## config.mk

```make
export PLATFORM = sky130hd
export DESIGN_NAME = reg_bank_wb_arbiter
export DESIGN_NICKNAME = d
export VERILOG_FILES = /design/src/rtl/reg_bank_wb_arbiter_pkg.sv /design/src/rtl/reg_bank_wb_arbiter_rr_arb2.sv /design/src/rtl/reg_bank_wb_arbiter.sv
export SDC_FILE = /design/constraint.sdc
export NUM_CORES = 1
export LEC_CHECK = 0
export ABC_AREA = 1
export CAP_MARGIN = 0
export CORE_UTILIZATION = 42
export DETAILED_ROUTE_END_ITERATION = 10
export GPL_ROUTABILITY_DRIVEN = 0
export PLACE_DENSITY = 0.78
export SYNTH_ARGS = -nofsm -noshare
export SYNTH_HDL_FRONTEND = slang
export SYNTH_SLANG_ARGS = --single-unit
```

## constraint.sdc

```tcl
create_clock -name reg_clk -period 1.7 [get_ports reg_clk]
set_input_delay 0.255 -clock reg_clk [delete_from_list [all_inputs] [get_ports reg_clk]]
set_output_delay 0.255 -clock reg_clk [all_outputs]
set_load 0.02 [all_outputs]
```

## src/rtl/reg_bank_wb_arbiter_pkg.sv

```systemverilog
// Shared definitions for the register-bank writeback arbiter: size defaults,
// the hardwired-zero register index and the writeback source encoding.
package reg_bank_wb_arbiter_pkg;

  localparam int ADDR_W_DEF   = 5;
  localparam int DATA_W_DEF   = 32;
  localparam int NUM_REGS_DEF = 32;
  localparam int REG_X0       = 0;

  // Encoding shared with execute; also the meaning of the RR pointer.
  typedef enum logic {
    SRC_ALU = 1'b0,
    SRC_LSU = 1'b1
  } wb_src_e;

endpackage

```

## src/rtl/reg_bank_wb_arbiter_rr_arb2.sv

```systemverilog
// Two-request round-robin arbiter (ALU vs LSU) with a last-granted pointer.
// Grants are combinational; the pointer moves only when a grant is issued.
module reg_bank_rr_arb2
  import reg_bank_wb_arbiter_pkg::*;
(
  input  logic clk,
  input  logic rst_n,
  input  logic req_alu,
  input  logic req_lsu,
  output logic gnt_alu,
  output logic gnt_lsu,
  output logic gnt_src
);

  wb_src_e last_q;
  wb_src_e last_d;

  always_comb begin
    gnt_alu = req_alu & (~req_lsu | (last_q == SRC_LSU));
    gnt_lsu = req_lsu & ~gnt_alu;
    gnt_src = gnt_lsu;
    last_d  = last_q;
    if (gnt_alu) begin
      last_d = SRC_ALU;
    end else if (gnt_lsu) begin
      last_d = SRC_LSU;
    end
  end

  // Reset to LSU so the ALU wins the first contested cycle.
  always_ff @(posedge clk or negedge rst_n) begin
    if (!rst_n) begin
      last_q <= SRC_LSU;
    end else begin
      last_q <= last_d;
    end
  end

endmodule

```

## src/rtl/reg_bank_wb_arbiter.sv

```systemverilog
// RV32I register-bank write-port arbiter and busy-mask scoreboard.
// Optional operand forwarding of the granted writeback: REG_BANK_WB_BYPASS_EN.
module reg_bank_wb_arbiter
  import reg_bank_wb_arbiter_pkg::*;
#(
  parameter int ADDR_W   = ADDR_W_DEF,
  parameter int DATA_W   = DATA_W_DEF,
  parameter int NUM_REGS = NUM_REGS_DEF
) (
  input  logic                reg_clk,
  input  logic                reg_rst_n,
  input  logic                issue_valid,
  input  logic [ADDR_W-1:0]   issue_rs1,
  input  logic [ADDR_W-1:0]   issue_rs2,
  input  logic [ADDR_W-1:0]   issue_rd,
  output logic                issue_stall,
  input  logic                alu_wb_valid,
  input  logic [ADDR_W-1:0]   alu_wb_rd,
  input  logic [DATA_W-1:0]   alu_wb_data,
  output logic                alu_wb_ready,
  input  logic                lsu_wb_valid,
  input  logic [ADDR_W-1:0]   lsu_wb_rd,
  input  logic [DATA_W-1:0]   lsu_wb_data,
  output logic                lsu_wb_ready,
  output logic                rf_wr_en,
  output logic [ADDR_W-1:0]   rf_wr_addr,
  output logic [DATA_W-1:0]   rf_wr_data,
  output logic [NUM_REGS-1:0] busy_mask,
  output logic                wb_err
`ifdef REG_BANK_WB_BYPASS_EN
  ,
  output logic                fwd_rs1_en,
  output logic                fwd_rs2_en,
  output logic [DATA_W-1:0]   fwd_data
`endif
);

  localparam logic [ADDR_W-1:0] X0 = ADDR_W'(REG_X0);

  logic                gnt_alu, gnt_lsu, gnt_src, gnt_any;
  logic [ADDR_W-1:0]   gnt_rd;
  logic [DATA_W-1:0]   gnt_data;
  logic                busy_rs1, busy_rs2, busy_rd;
  logic                haz_rs1, haz_rs2;
  logic                issue_acc;

  logic [NUM_REGS-1:0] busy_q, busy_d;
  logic                wb_err_q, wb_err_d;
  logic                rf_wr_en_q, rf_wr_en_d;
  logic [ADDR_W-1:0]   rf_wr_addr_q, rf_wr_addr_d;
  logic [DATA_W-1:0]   rf_wr_data_q, rf_wr_data_d;

  reg_bank_rr_arb2 u_arb (
    .clk     (reg_clk),
    .rst_n   (reg_rst_n),
    .req_alu (alu_wb_valid),
    .req_lsu (lsu_wb_valid),
    .gnt_alu (gnt_alu),
    .gnt_lsu (gnt_lsu),
    .gnt_src (gnt_src)
  );

  always_comb begin
    gnt_any  = gnt_alu | gnt_lsu;
    gnt_rd   = gnt_src ? lsu_wb_rd   : alu_wb_rd;
    gnt_data = gnt_src ? lsu_wb_data : alu_wb_data;

    // x0 never reports busy, whatever the mask holds.
    busy_rs1 = (issue_rs1 != X0) & busy_q[issue_rs1];
    busy_rs2 = (issue_rs2 != X0) & busy_q[issue_rs2];
    busy_rd  = (issue_rd  != X0) & busy_q[issue_rd];

`ifdef REG_BANK_WB_BYPASS_EN
    // Source hazards vanish when the pending value is on the write port now;
    // the WAW hazard on rd is never waived.
    fwd_rs1_en = gnt_any & (gnt_rd == issue_rs1) & (issue_rs1 != X0);
    fwd_rs2_en = gnt_any & (gnt_rd == issue_rs2) & (issue_rs2 != X0);
    fwd_data   = gnt_data;
    haz_rs1    = busy_rs1 & ~fwd_rs1_en;
    haz_rs2    = busy_rs2 & ~fwd_rs2_en;
`else
    haz_rs1    = busy_rs1;
    haz_rs2    = busy_rs2;
`endif

    issue_stall  = issue_valid & (haz_rs1 | haz_rs2 | busy_rd);
    issue_acc    = issue_valid & ~issue_stall;
    alu_wb_ready = gnt_alu;
    lsu_wb_ready = gnt_lsu;

    busy_d       = busy_q;
    wb_err_d     = wb_err_q;
    rf_wr_en_d   = 1'b0;
    rf_wr_addr_d = rf_wr_addr_q;
    rf_wr_data_d = rf_wr_data_q;

    if (gnt_any) begin
      rf_wr_addr_d = gnt_rd;
      rf_wr_data_d = gnt_data;
      if (gnt_rd != X0) begin
        rf_wr_en_d = 1'b1;
        if (!busy_q[gnt_rd]) begin
          wb_err_d = 1'b1;
        end
        busy_d[gnt_rd] = 1'b0;
      end
    end

    // Applied after the clear: a same-register set can only follow an
    // unexpected writeback, and the new outstanding write must be kept.
    if (issue_acc && (issue_rd != X0)) begin
      busy_d[issue_rd] = 1'b1;
    end
    busy_d[REG_X0] = 1'b0;
  end

  always_ff @(posedge reg_clk or negedge reg_rst_n) begin
    if (!reg_rst_n) begin
      busy_q       <= '0;
      wb_err_q     <= 1'b0;
      rf_wr_en_q   <= 1'b0;
      rf_wr_addr_q <= '0;
      rf_wr_data_q <= '0;
    end else begin
      busy_q       <= busy_d;
      wb_err_q     <= wb_err_d;
      rf_wr_en_q   <= rf_wr_en_d;
      rf_wr_addr_q <= rf_wr_addr_d;
      rf_wr_data_q <= rf_wr_data_d;
    end
  end

  assign busy_mask  = busy_q;
  assign wb_err     = wb_err_q;
  assign rf_wr_en   = rf_wr_en_q;
  assign rf_wr_addr = rf_wr_addr_q;
  assign rf_wr_data = rf_wr_data_q;

endmodule
```

Word level (Yosys, flattened, before mapping)
Index checks and enable logic that the tools add are counted.
{"block": "totals", "register_bits": 71, "input_bits": 94, "out_inout_bits": 74, "word_cells": 60}
{"block": "op_classes", "order_cmp": 6, "mux": 21, "bitwise_logic": 18, "reduce_logical": 9}
{"cell": "2-to-1 mux 32 bit", "count": 4}
{"cell": "AND 32 bit", "count": 1}
{"cell": "NOT 32 bit", "count": 1}
{"cell": "bitwise OR 32 bit", "count": 1}
{"cell": "less-than comparator 5 x 6 -> 1 bit (second input constant)", "count": 4}
{"cell": "binary-select mux 1 bit (select 5 bit)", "count": 4}
{"cell": "nonzero test 5 bit", "count": 4}
{"cell": "demux 1 bit (select 5 bit)", "count": 2}
{"cell": ">= comparator 5 x 1 -> 1 bit (second input constant)", "count": 2}
{"cell": "2-to-1 mux 1 bit", "count": 10}
{"cell": "AND 1 bit", "count": 7}
{"cell": "2-to-1 mux 5 bit", "count": 1}
{"cell": "NOT 1 bit", "count": 4}
{"cell": "bitwise OR 1 bit", "count": 4}
{"cell": "logical AND 1 bit", "count": 3}
{"cell": "AND reduction 3 bit", "count": 1}
{"cell": "nonzero test 2 bit", "count": 1}

Depth between registers and ports, before layout
Gate-level depths: netlist of the first run.
{"block": "depth", "depth_word": 16, "ltp_mapped": 17, "ltp_nobuf": 15}

Hierarchy
Synthesis of the first run repeated with hierarchy kept, for this count alone.
{"block": "hier_totals", "hier_cells": 746, "area_unflattened_um2": 4858.4}
{"module": "reg_bank_wb_arbiter", "instances": 1, "cells_each": 739, "area_each_um2": 4797.1, "seq_area_each_um2": 1751.7}
{"module": "reg_bank_rr_arb2", "instances": 1, "cells_each": 7, "area_each_um2": 61.3, "seq_area_each_um2": 26.3}

Worst setup path after synthesis of the first run
No wires, ideal clock.
{"block": "synth_path", "path_type": "flip-flop to output port", "from": "register busy_q[4], in the netlist busy_mask[4]", "to": "output issue_stall", "t_arrival_ps": 1549, "t_required_ps": 1445, "slack_ps": -104, "stages_incl_launch_ff": 14, "n_path_buf": 1, "cell_sequence": "dfrtp_1 inv_1 o21ai_0 nand2_1 nand2_1 nand2_1 nand2_1 inv_1 nand2_1 nor2_2 nand2_2 nor2_4 buf_6 nor2_1"}
{"block": "synth_between", "elab_chain_len": 6, "word_cells_on_any_way": 12, "classes_between": "mux (6); bitwise (6)"}
{"element": "from (decl)", "line_no": "reg_bank_wb_arbiter.sv:47", "rtl": "logic [NUM_REGS-1:0] busy_q, busy_d;"}
{"element": "from (signal assigned)", "line_no": "reg_bank_wb_arbiter.sv:125", "rtl": "busy_q <= busy_d;"}
{"element": "binary-select mux 1 bit (select 5 bit) (on tied branches)", "line_no": "reg_bank_wb_arbiter.sv:69, reg_bank_wb_arbiter.sv:70"}
{"element": "2-to-1 mux 1 bit (on tied branches)", "line_no": "reg_bank_wb_arbiter.sv:69, reg_bank_wb_arbiter.sv:70"}
{"element": "AND 1 bit (on tied branches)", "line_no": "reg_bank_wb_arbiter.sv:69, reg_bank_wb_arbiter.sv:70"}
{"element": "bitwise OR 1 bit", "line_no": "reg_bank_wb_arbiter.sv:86", "rtl": "issue_stall = issue_valid & (haz_rs1 | haz_rs2 | busy_rd);"}
{"element": "bitwise OR 1 bit (*)", "line_no": "reg_bank_wb_arbiter.sv:86"}
{"element": "AND 1 bit (*)", "line_no": "reg_bank_wb_arbiter.sv:86"}
{"element": "to (decl)", "line_no": "reg_bank_wb_arbiter.sv:16", "rtl": "output logic issue_stall,"}
Every way passes the cells marked *; elsewhere a longest branch is shown, timed or not. The select of a mux whose other input is x is not followed.

Worst setup path in the final report of the first run
{"block": "layout_path", "from": "register busy_q[20], in the netlist busy_mask[20]", "to": "output issue_stall"}
Same word-level chain as after synthesis.

==> metrics.cfg, run 1 <==
[run_status]
status = complete, but fails checks
violations = setup timing

[sta]
fin_crit_sh_pct = 130.5
rsz0062_at_grt = yes
worst_slack_ps = -518.4
finClkSkew_ps = 8.497
fin_tns_setup_ps = -12140
slew_violations = 0
max_freq_mhz = 450.8
hold_viol_final = 0
finalCriticalPeriod_ps = 2218
setup_viol = 33

[die]
die_area_um2 = 11940
io-pin-count = 168
std_cell_rows = 38
start_util_pct = 43.81
die_height_um = 109.3
core_um2 = 11030
die_x_um = 109.3

[pwr]
intPower_mw = 5.202
switchingPower_mw = 3.173
power_frac_comb_pct = 47.3
pwr-share-clk_pct = 25.6
finalPower_mw = 8.375
power_density_nw_per_um2 = 1008
peakVddDrop_mv = 0.5961
sw_frac_of_total_pct = 37.88
p_leak_nw = 4.333
seq_power_share_pct = 27.1

[detailed_routing]
drc = 0
vias = 6544
drtIter0Drc = 928
totalWireLength_um = 20650
drt_pass1_iterations = 7
ant_nets = 0
wl_per_cell_um = 17.36
drt-vias-per-instance = 5.499

[final_layout]
drive_gt1_share_pct = 22.76
fin_area_um2 = 8312
fill_cells = 765
final_core_util_pct = 75.35
final_nets = 1139
seq_area_um2 = 1788
fin_cells = 1190
diodes = 0
multi_input_area_um2 = 2685
syn2layout_area_growth_pct = 72.01

[logic_synthesis]
synth-async-reset-ratio_pct = 100.0
syn_avg_cell_area_um2 = 6.451
yosys_warnings = 0
synth_seq_cells = 71
synth_area_um2 = 4832
ys.flop_type = dfrtp_1
synth-seq-area-share_pct = 36.79
synth_edf_count = 0
netlist_instances = 749
syn_nets = 843
synth_cell_types = 30

[worst_setup_path]
cp_cell_sequence = buf_4, nand2_1, nand2_1, nor2_1, nor2_1, nor2_2, nand2_2, nor2_4, nand2_2, nor2_4, nor2_4, buf_6
crit_path_end = issue_stall
reg2reg_to = busy_mask[21]
cp.arrival_ps = 1960
crit_cells = 12
reg2reg_depth = 15
slowest_stage = dfrtp_1
critPathMostFrequentCell = nor2_4
max_stage_delay_ps = 430
required_ps = 1440
critPathLaunch = busy_mask[20]
end_kind = output pin
r2r_setup_slack_ps = -460
crit_family = simple AND/OR/NAND/NOR gates
critical_path_class = flip-flop to output pin
crit_path_max_fanout = 3
reg2reg_from = busy_mask[20]
crit_buf_inv = 2
start_kind = flip-flop

[clocking]
numCtsBuffers = 9
clk_pin_slew_ps = 60
cts_htree_levels = 3
cts_max_path_buffers = 2
cts_tree = built
cts-root-buf = clkbuf_16
cts.sinks = 71
clock_latency_ps = 340

[place]
portBuffers = 166
dp_cells = 1151
hpwl_um = 14020
placed_area_um2 = 7488

[run]
max_cap_viol_count = 0

[hold_path]
hold_path_class = primary input to async pin

[global_routing]
track_usage_pct = 33.70
antenna_found_initial = 0
grt_pass1_wl_um = 30430
gr-total-overflow = 0
grt_max_degree = 33
grt_pass1_vias = 6182

==> layout by cell type (no fill, tap or decap), types with 8 or more instances in the layout <==
cell type,netlist,final
nand2_1,308,293
clkdlybuf4s50_1,0,129
buf_4,5,125
nor2_1,70,67
dfrtp_1,70,62
inv_1,63,57
nand3_1,46,44
o21ai_0,45,37
a31oi_1,33,33
nand4_1,30,30
dlygate4sd2_1,0,20
nand2_2,6,17
buf_6,8,17
inv_2,8,14
dlymetal6s2s_1,0,13
o21ai_1,7,11
clkbuf_16,0,10
buf_12,0,10
dfrtp_2,0,8
==> layout make-up <==
type                            instances  area share (%)
Multi-Input combinational cell        572           32.30
Clock buffer                            9           2.710
Tap cell                              140           2.107
Timing Repair Buffer                  319           36.75
Clock inverter                          7           1.340
Sequential cell                        71           21.51
Inverter                               72           3.282
==> worst min-delay path by stage <==
| stage | startpoint | end | slack [ps] |
|---|---|---|---|
| 2_1_floorplan | reg_rst_n | busy_mask[10] | -40 |
| 3_3_place_gp | reg_rst_n | busy_mask[16] | 210 |
| 3_5_place_dp | reg_rst_n | busy_mask[16] | 210 |
| 4_1_cts | reg_rst_n | rf_wr_data[17] | 410 |
| 5_1_grt | reg_rst_n | rf_wr_data[17] | 420 |
| 6_report | reg_rst_n | busy_mask[16] | 400 |
==> registers in the layout, indices dropped and copies added, names as in the netlist <==
name / count
rf_wr_data: 32
busy_mask: 31
rf_wr_addr: 5
wb_err: 1
u_arb.last_q: 1
rf_wr_en: 1
==> routing by layer <==
metal / routed length [um] / vias up / global-route usage (%)
li1: - / 3019 / -
met1: 7668 / 2954 / 40.42
met2: 9540 / 449 / 54.09
met3: 2165 / 122 / 8.368
met4: 1279 / 0 / 21.05
met5: 0 / - / 0
==> Yosys cell counts, drive strengths merged, types with 4 or more instances <==
cell | count | share of area, %
nand2 | 314 | 25
o21ai | 55 | 5.9
nand3 | 47 | 5.0
a31oi | 33 | 4.3
o31ai | 4 | 0.62
buf | 17 | 3.0
nand4 | 31 | 4.1
dfrtp | 70 | 36
a21oi | 4 | 0.65
clkbuf | 17 | 2.1
nor3 | 8 | 0.83
nor2 | 73 | 5.9
inv | 71 | 5.5
==> cells by family after synthesis <==
kind of cell	count (synthesis)	synth area share, %
AOI/OAI and AO/OA	98	11.78
buffers and inverters	106	10.77
other	1	0.07761
DFF	71	36.79
and+or+nand+nor	473	40.57
==> power groups by stage <==
stage	clock, mW	combinational [mW]	sequential [mW]
final	2.14	3.96	2.27
after global routing	2.25	4.21	2.29
after CTS	2.17	3.64	2.25
after detailed placement	0	3.42	2.28
after global placement	0	3.40	2.27
after floorplan	0	1.09	2.62
==> per-stage QoR <==
| stage | setup WS, ps | hold WS, ps |
|---|---|---|
| floorplan | 37.45 | -40.59 |
| global placement | -1001 | 213.3 |
| detailed placement | -1013 | 212.4 |
| CTS | -421.0 | 413.0 |
| global route | -615.1 | 422.0 |
| finish | -518.4 | 403.7 |
==> worst register-to-register path: stages (launching register included) <==
cell and delay (ps):
dfrtp_1 430, buf_4 160, nand2_1 60, nand2_1 50, nor2_1 100, nor2_1 60
nor2_2 130, nand2_2 80, nor2_4 130, nand2_2 70, nor2_4 190, buf_6 180
buf_12 110, buf_16 110, nand4_1 100, nand2_1 120
==> timing repair <==
action | CTS | global route
pin swaps | 5 | 25
buffers inserted | 9 | 13
hold endpoints to repair | 27 | 0
hold buffers | 1 | 0
resized for setup | 65 | 65
gates cloned | 2 | 1
setup endpoints to repair | 54 | 47
(Power assumes the default switching activity.)
==> run 2: changes to the inputs <==
--- a/config.mk
+++ b/config.mk
@@ -7,10 +7,11 @@
 export LEC_CHECK = 0
 export ABC_AREA = 1
 export CAP_MARGIN = 0
+export CORE_MARGIN = 4
 export CORE_UTILIZATION = 42
 export DETAILED_ROUTE_END_ITERATION = 10
 export GPL_ROUTABILITY_DRIVEN = 0
-export PLACE_DENSITY = 0.78
+export PLACE_DENSITY = 0.75
 export SYNTH_ARGS = -nofsm -noshare
 export SYNTH_HDL_FRONTEND = slang
 export SYNTH_SLANG_ARGS = --single-unit
==> metrics.cfg, run 2 (synthesized netlist as in run 1, its figures left out) <==
[worst_setup_path]
end_kind = output pin
slowest_stage = dfrtp_1
max_stage_delay_ps = 370
required_ps = 1440
crit_path_max_fanout = 3
crit_buf_inv = 3
r2r_setup_slack_ps = -510
cp.arrival_ps = 1960
crit_family = simple AND/OR/NAND/NOR gates
cp_cell_sequence = buf_4, nand2_1, nand2_1, nand2_1, nand2_2, nand2_2, nand2_2, inv_2, nand2_1, nor2_2, nand2_2, nor2_4, nor2_4, buf_6
critical_path_class = flip-flop to output pin
start_kind = flip-flop

[final_layout]
final_common_cell = nand2_1
drive_gt1_share_pct = 21.41
syn2layout_area_growth_pct = 67.81
largest_register_ffs = 32
diodes = 0
fin_area_um2 = 8109
final_cell_mix = nand2_1 (300), clkdlybuf4s50_1 (127), buf_4 (110)
final_nets = 1126
fin_cells = 1177

[place]
post-place-ws_ps = -1016
hpwl_um = 15110
portBuffers = 166
dp_cells = 1140
placed_area_um2 = 7353

[die]
io-pin-count = 168
die_height_um = 115.3
die_x_um = 115.3
std_cell_rows = 38
die_area_um2 = 13280
start_util_pct = 43.81
core_um2 = 11030

[run_status]
status = complete, but fails checks
violations = setup timing

[sta]
holdWs_ps = 392.5
setup_viol = 34
finalCriticalPeriod_ps = 2217
slew_violations = 0
rsz0062_at_grt = yes
hold_viol_final = 0
worst_slack_ps = -516.9
slew_headroom_pct = 51.20
finClkSkew_ps = 10.19
fin_crit_sh_pct = 130.4
max_freq_mhz = 451.1
tightest_slew_ps = 729.3

[detailed_routing]
wl_per_cell_um = 18.13
totalWireLength_um = 21340
drc = 0
vias = 6609
ant_nets = 0
drt_pass1_iterations = 7
drtIter0Drc = 1050
drt-vias-per-instance = 5.615

[global_routing]
grt_pass1_wl_um = 31810
antenna_found_initial = 0
grt_max_degree = 61
track_usage_pct = 30.56
gr-total-overflow = 0
grt_pass1_vias = 6339

[clocking]
clock_latency_ps = 340
cts_htree_levels = 3
cts_max_path_buffers = 2
numCtsBuffers = 9
cts-root-buf = clkbuf_16
cts_tree = built
clk_pin_slew_ps = 60
cts.sinks = 71

[hold_path]
hold_path_class = primary input to async pin

[pwr]
power_density_nw_per_um2 = 982.7
p_leak_nw = 4.197
peakVddDrop_mv = 0.6270

[run]
max_cap_viol_count = 0

## run 2: layout make-up
type / instances / area (um^2)
timing repair buffer: 306 / 2922
fill: 815 / 2922
multi-input combinational: 572 / 2655
sequential: 71 / 1792
inverter: 72 / 272.8
clock buffer: 11 / 232.7
tap: 140 / 175.2
clock inverter: 5 / 60.06
## run 2: repair_timing
action | in CTS | in global routing
gates resized for setup | 85 | 49
hold buffers | 1 | 0
buffers inserted | 9 | 6
endpoints found under the setup margin | 57 | 62
endpoints found under the hold margin | 16 | 0
cloned | 2 | 3
pin swaps | 12 | 27
## run 2: power by group
group	switching (mW)	internal (mW)	leakage, nW	total (mW)
clock network	0.731	1.14	0.140	1.87
registers	0.348	2.00	0.849	2.35
logic	1.98	1.77	3.21	3.75
total	3.06	4.91	4.20	7.97
## run 2: path summary, 6_finish.rpt
kind / cells past startpoint / start / end
min in group reg_clk: 2 / wb_err / wb_err
worst max register to register: 17 / busy_mask[18] / busy_mask[31]
worst min register to register: 2 / wb_err / wb_err
max in group asynchronous: 3 / reg_rst_n / u_arb.last_q
worst max-delay path: 14 / busy_mask[18] / issue_stall
worst min-delay path: 2 / reg_rst_n / rf_wr_data[1]
## run 2: stage by stage
step / utilization, % / power (mW) / setup TNS, ps
after floorplan: - / 3.706 / 0
after global placement: 66.66 / 5.604 / -30030
after detailed placement: 66.66 / 5.670 / -33400
after CTS: 71.13 / 7.647 / -8645
after global routing: 73.51 / 8.281 / -16790
final: 73.51 / 7.969 / -14350
## run 2: layer usage
layer  GRT usage [%]  vias up  wire length [um]
met4           16.51        0              1453
met3           6.263      155              2512
met5               0        -                 0
met1           36.26     2969              7430
li1                -     2986                 -
met2           51.85      499              9946
==> run 3: changes to the inputs <==
--- a/config.mk
+++ b/config.mk
@@ -11,7 +11,7 @@
 export CORE_UTILIZATION = 42
 export DETAILED_ROUTE_END_ITERATION = 10
 export GPL_ROUTABILITY_DRIVEN = 0
-export PLACE_DENSITY = 0.75
+export PLACE_DENSITY_LB_ADDON = 0.05
 export SYNTH_ARGS = -nofsm -noshare
 export SYNTH_HDL_FRONTEND = slang
 export SYNTH_SLANG_ARGS = --single-unit
==> metrics.cfg, run 3 (synthesized netlist as in run 1, its figures left out) <==
[run_status]
status = complete, but fails checks
violations = setup timing

[global_routing]
grt_pass1_vias = 6516
antenna_found_initial = 0
grt_max_degree = 66
grt_pass1_wl_um = 32110
track_usage_pct = 30.88
gr-total-overflow = 0

[clocking]
cts_htree_levels = 3
cts_max_path_buffers = 2
numCtsBuffers = 9
cts.sinks = 71
cts_tree = built
cts-root-buf = clkbuf_16
clock_latency_ps = 330
clk_pin_slew_ps = 60

[detailed_routing]
drtIter0Drc = 873
wl_per_cell_um = 17.65
drc = 0
drt_pass1_iterations = 9
drt-vias-per-instance = 5.551
totalWireLength_um = 20940
ant_nets = 0
vias = 6583

[worst_setup_path]
start_kind = flip-flop
required_ps = 1440
r2r_setup_slack_ps = -490
crit_path_max_fanout = 4
end_kind = output pin
critical_path_class = flip-flop to output pin
reg2reg_depth = 14
cp.arrival_ps = 1950

[die]
core_um2 = 11030
die_height_um = 115.3
io-pin-count = 168
die_x_um = 115.3
die_area_um2 = 13280
std_cell_rows = 38
start_util_pct = 43.81

[pwr]
finalPower_mw = 8.326
peakVddDrop_mv = 0.5019
power_density_nw_per_um2 = 1016
p_leak_nw = 4.214

[final_layout]
syn2layout_area_growth_pct = 69.60
diodes = 0
final_common_cell = nand2_1
fin_cells = 1186
drive_gt1_share_pct = 22.75
final_nets = 1135
largest_register_ffs = 32
final_cell_mix = nand2_1 (297), clkdlybuf4s50_1 (127), buf_4 (126)
final_core_util_pct = 74.30

[sta]
slew_violations = 0
fin_crit_sh_pct = 130.0
rsz0062_at_grt = yes
hold_viol_final = 0
holdWs_ps = 441.4
worst_slack_ps = -509.8
max_freq_mhz = 452.5
tightest_slew_ps = 689.8
slew_headroom_pct = 53.84
fin_tns_setup_ps = -13540
setup_viol = 33
finalCriticalPeriod_ps = 2210
finClkSkew_ps = 4.627

[hold_path]
hold_path_class = primary input to async pin

[run]
max_cap_viol_count = 0

[place]
portBuffers = 166
hpwl_um = 14870
dp_cells = 1141

## run 3: changes by cell type in the layout (fill, tap and decap cells not counted), sizes merged, moves of 2 or more
cell / previous run / this run
dlymetal6s2s: 10 / 4
bufinv: 1 / 3
buf: 139 / 150
clkinv: 4 / 2
dlygate4sd2: 25 / 28
## run 3: final timing paths
| kind | startpoint | end |
|---|---|---|
| min | reg_rst_n | rf_wr_data[8] |
| max in group asynchronous | reg_rst_n | u_arb.last_q |
| max | busy_mask[20] | issue_stall |
| max reg2reg | busy_mask[20] | busy_mask[6] |
| min reg2reg | wb_err | wb_err |
| min in group reg_clk | wb_err | wb_err |
## run 3: critical path: stages (launching register included)
cell and delay (ps):
dfrtp_1 440, nand2_1 140, nand2_1 80, nor2_2 130, nor2_1 50, nor2_1 120, nand2_1 80, nor2_2 160
nand2_2 80, nor2_4 180, nor2_4 40, buf_6 120
## run 3: per-stage QoR
step | worst slack [ps] | area, um^2
floorplan | 37.45 | 4841
global placement | -1059 | 7386
detailed placement | -1060 | 7386
CTS | -425.3 | 8000
global route | -654.8 | 8195
finish | -509.8 | 8195
## run 3: timing repair
item | CTS | global route
setup endpoints to repair | 58 | 40
pin swaps | 15 | 29
setup buffers | 15 | 10
cloned | 2 | 2
hold endpoints to repair | 17 | 0
hold buffers | 1 | 0
gates resized for setup | 95 | 39
## run 3: layout make-up
| cell class | instances | area (um^2) |
|---|---|---|
| Timing Repair Buffer | 315 | 2922 |
| Fill cell | 845 | 2835 |
| Multi-Input combinational cell | 572 | 2693 |
| Sequential cell | 71 | 1787 |
| Inverter | 72 | 272.8 |
| Clock buffer | 10 | 239.0 |
| Tap cell | 140 | 175.2 |
| Clock inverter | 6 | 107.6 |
## run 3: report_power, final
group	switching (mW)	total, mW	internal [mW]
clock network	0.726	2.19	1.47
registers	0.277	2.27	1.99
logic	2.07	3.86	1.79
## run 3: layer usage
metal,part of all wire [%],GRT usage [%]
met1,35,34.98
met2,46,50.69
met5,0,0
met4,6.4,20.42
met3,12,8.737
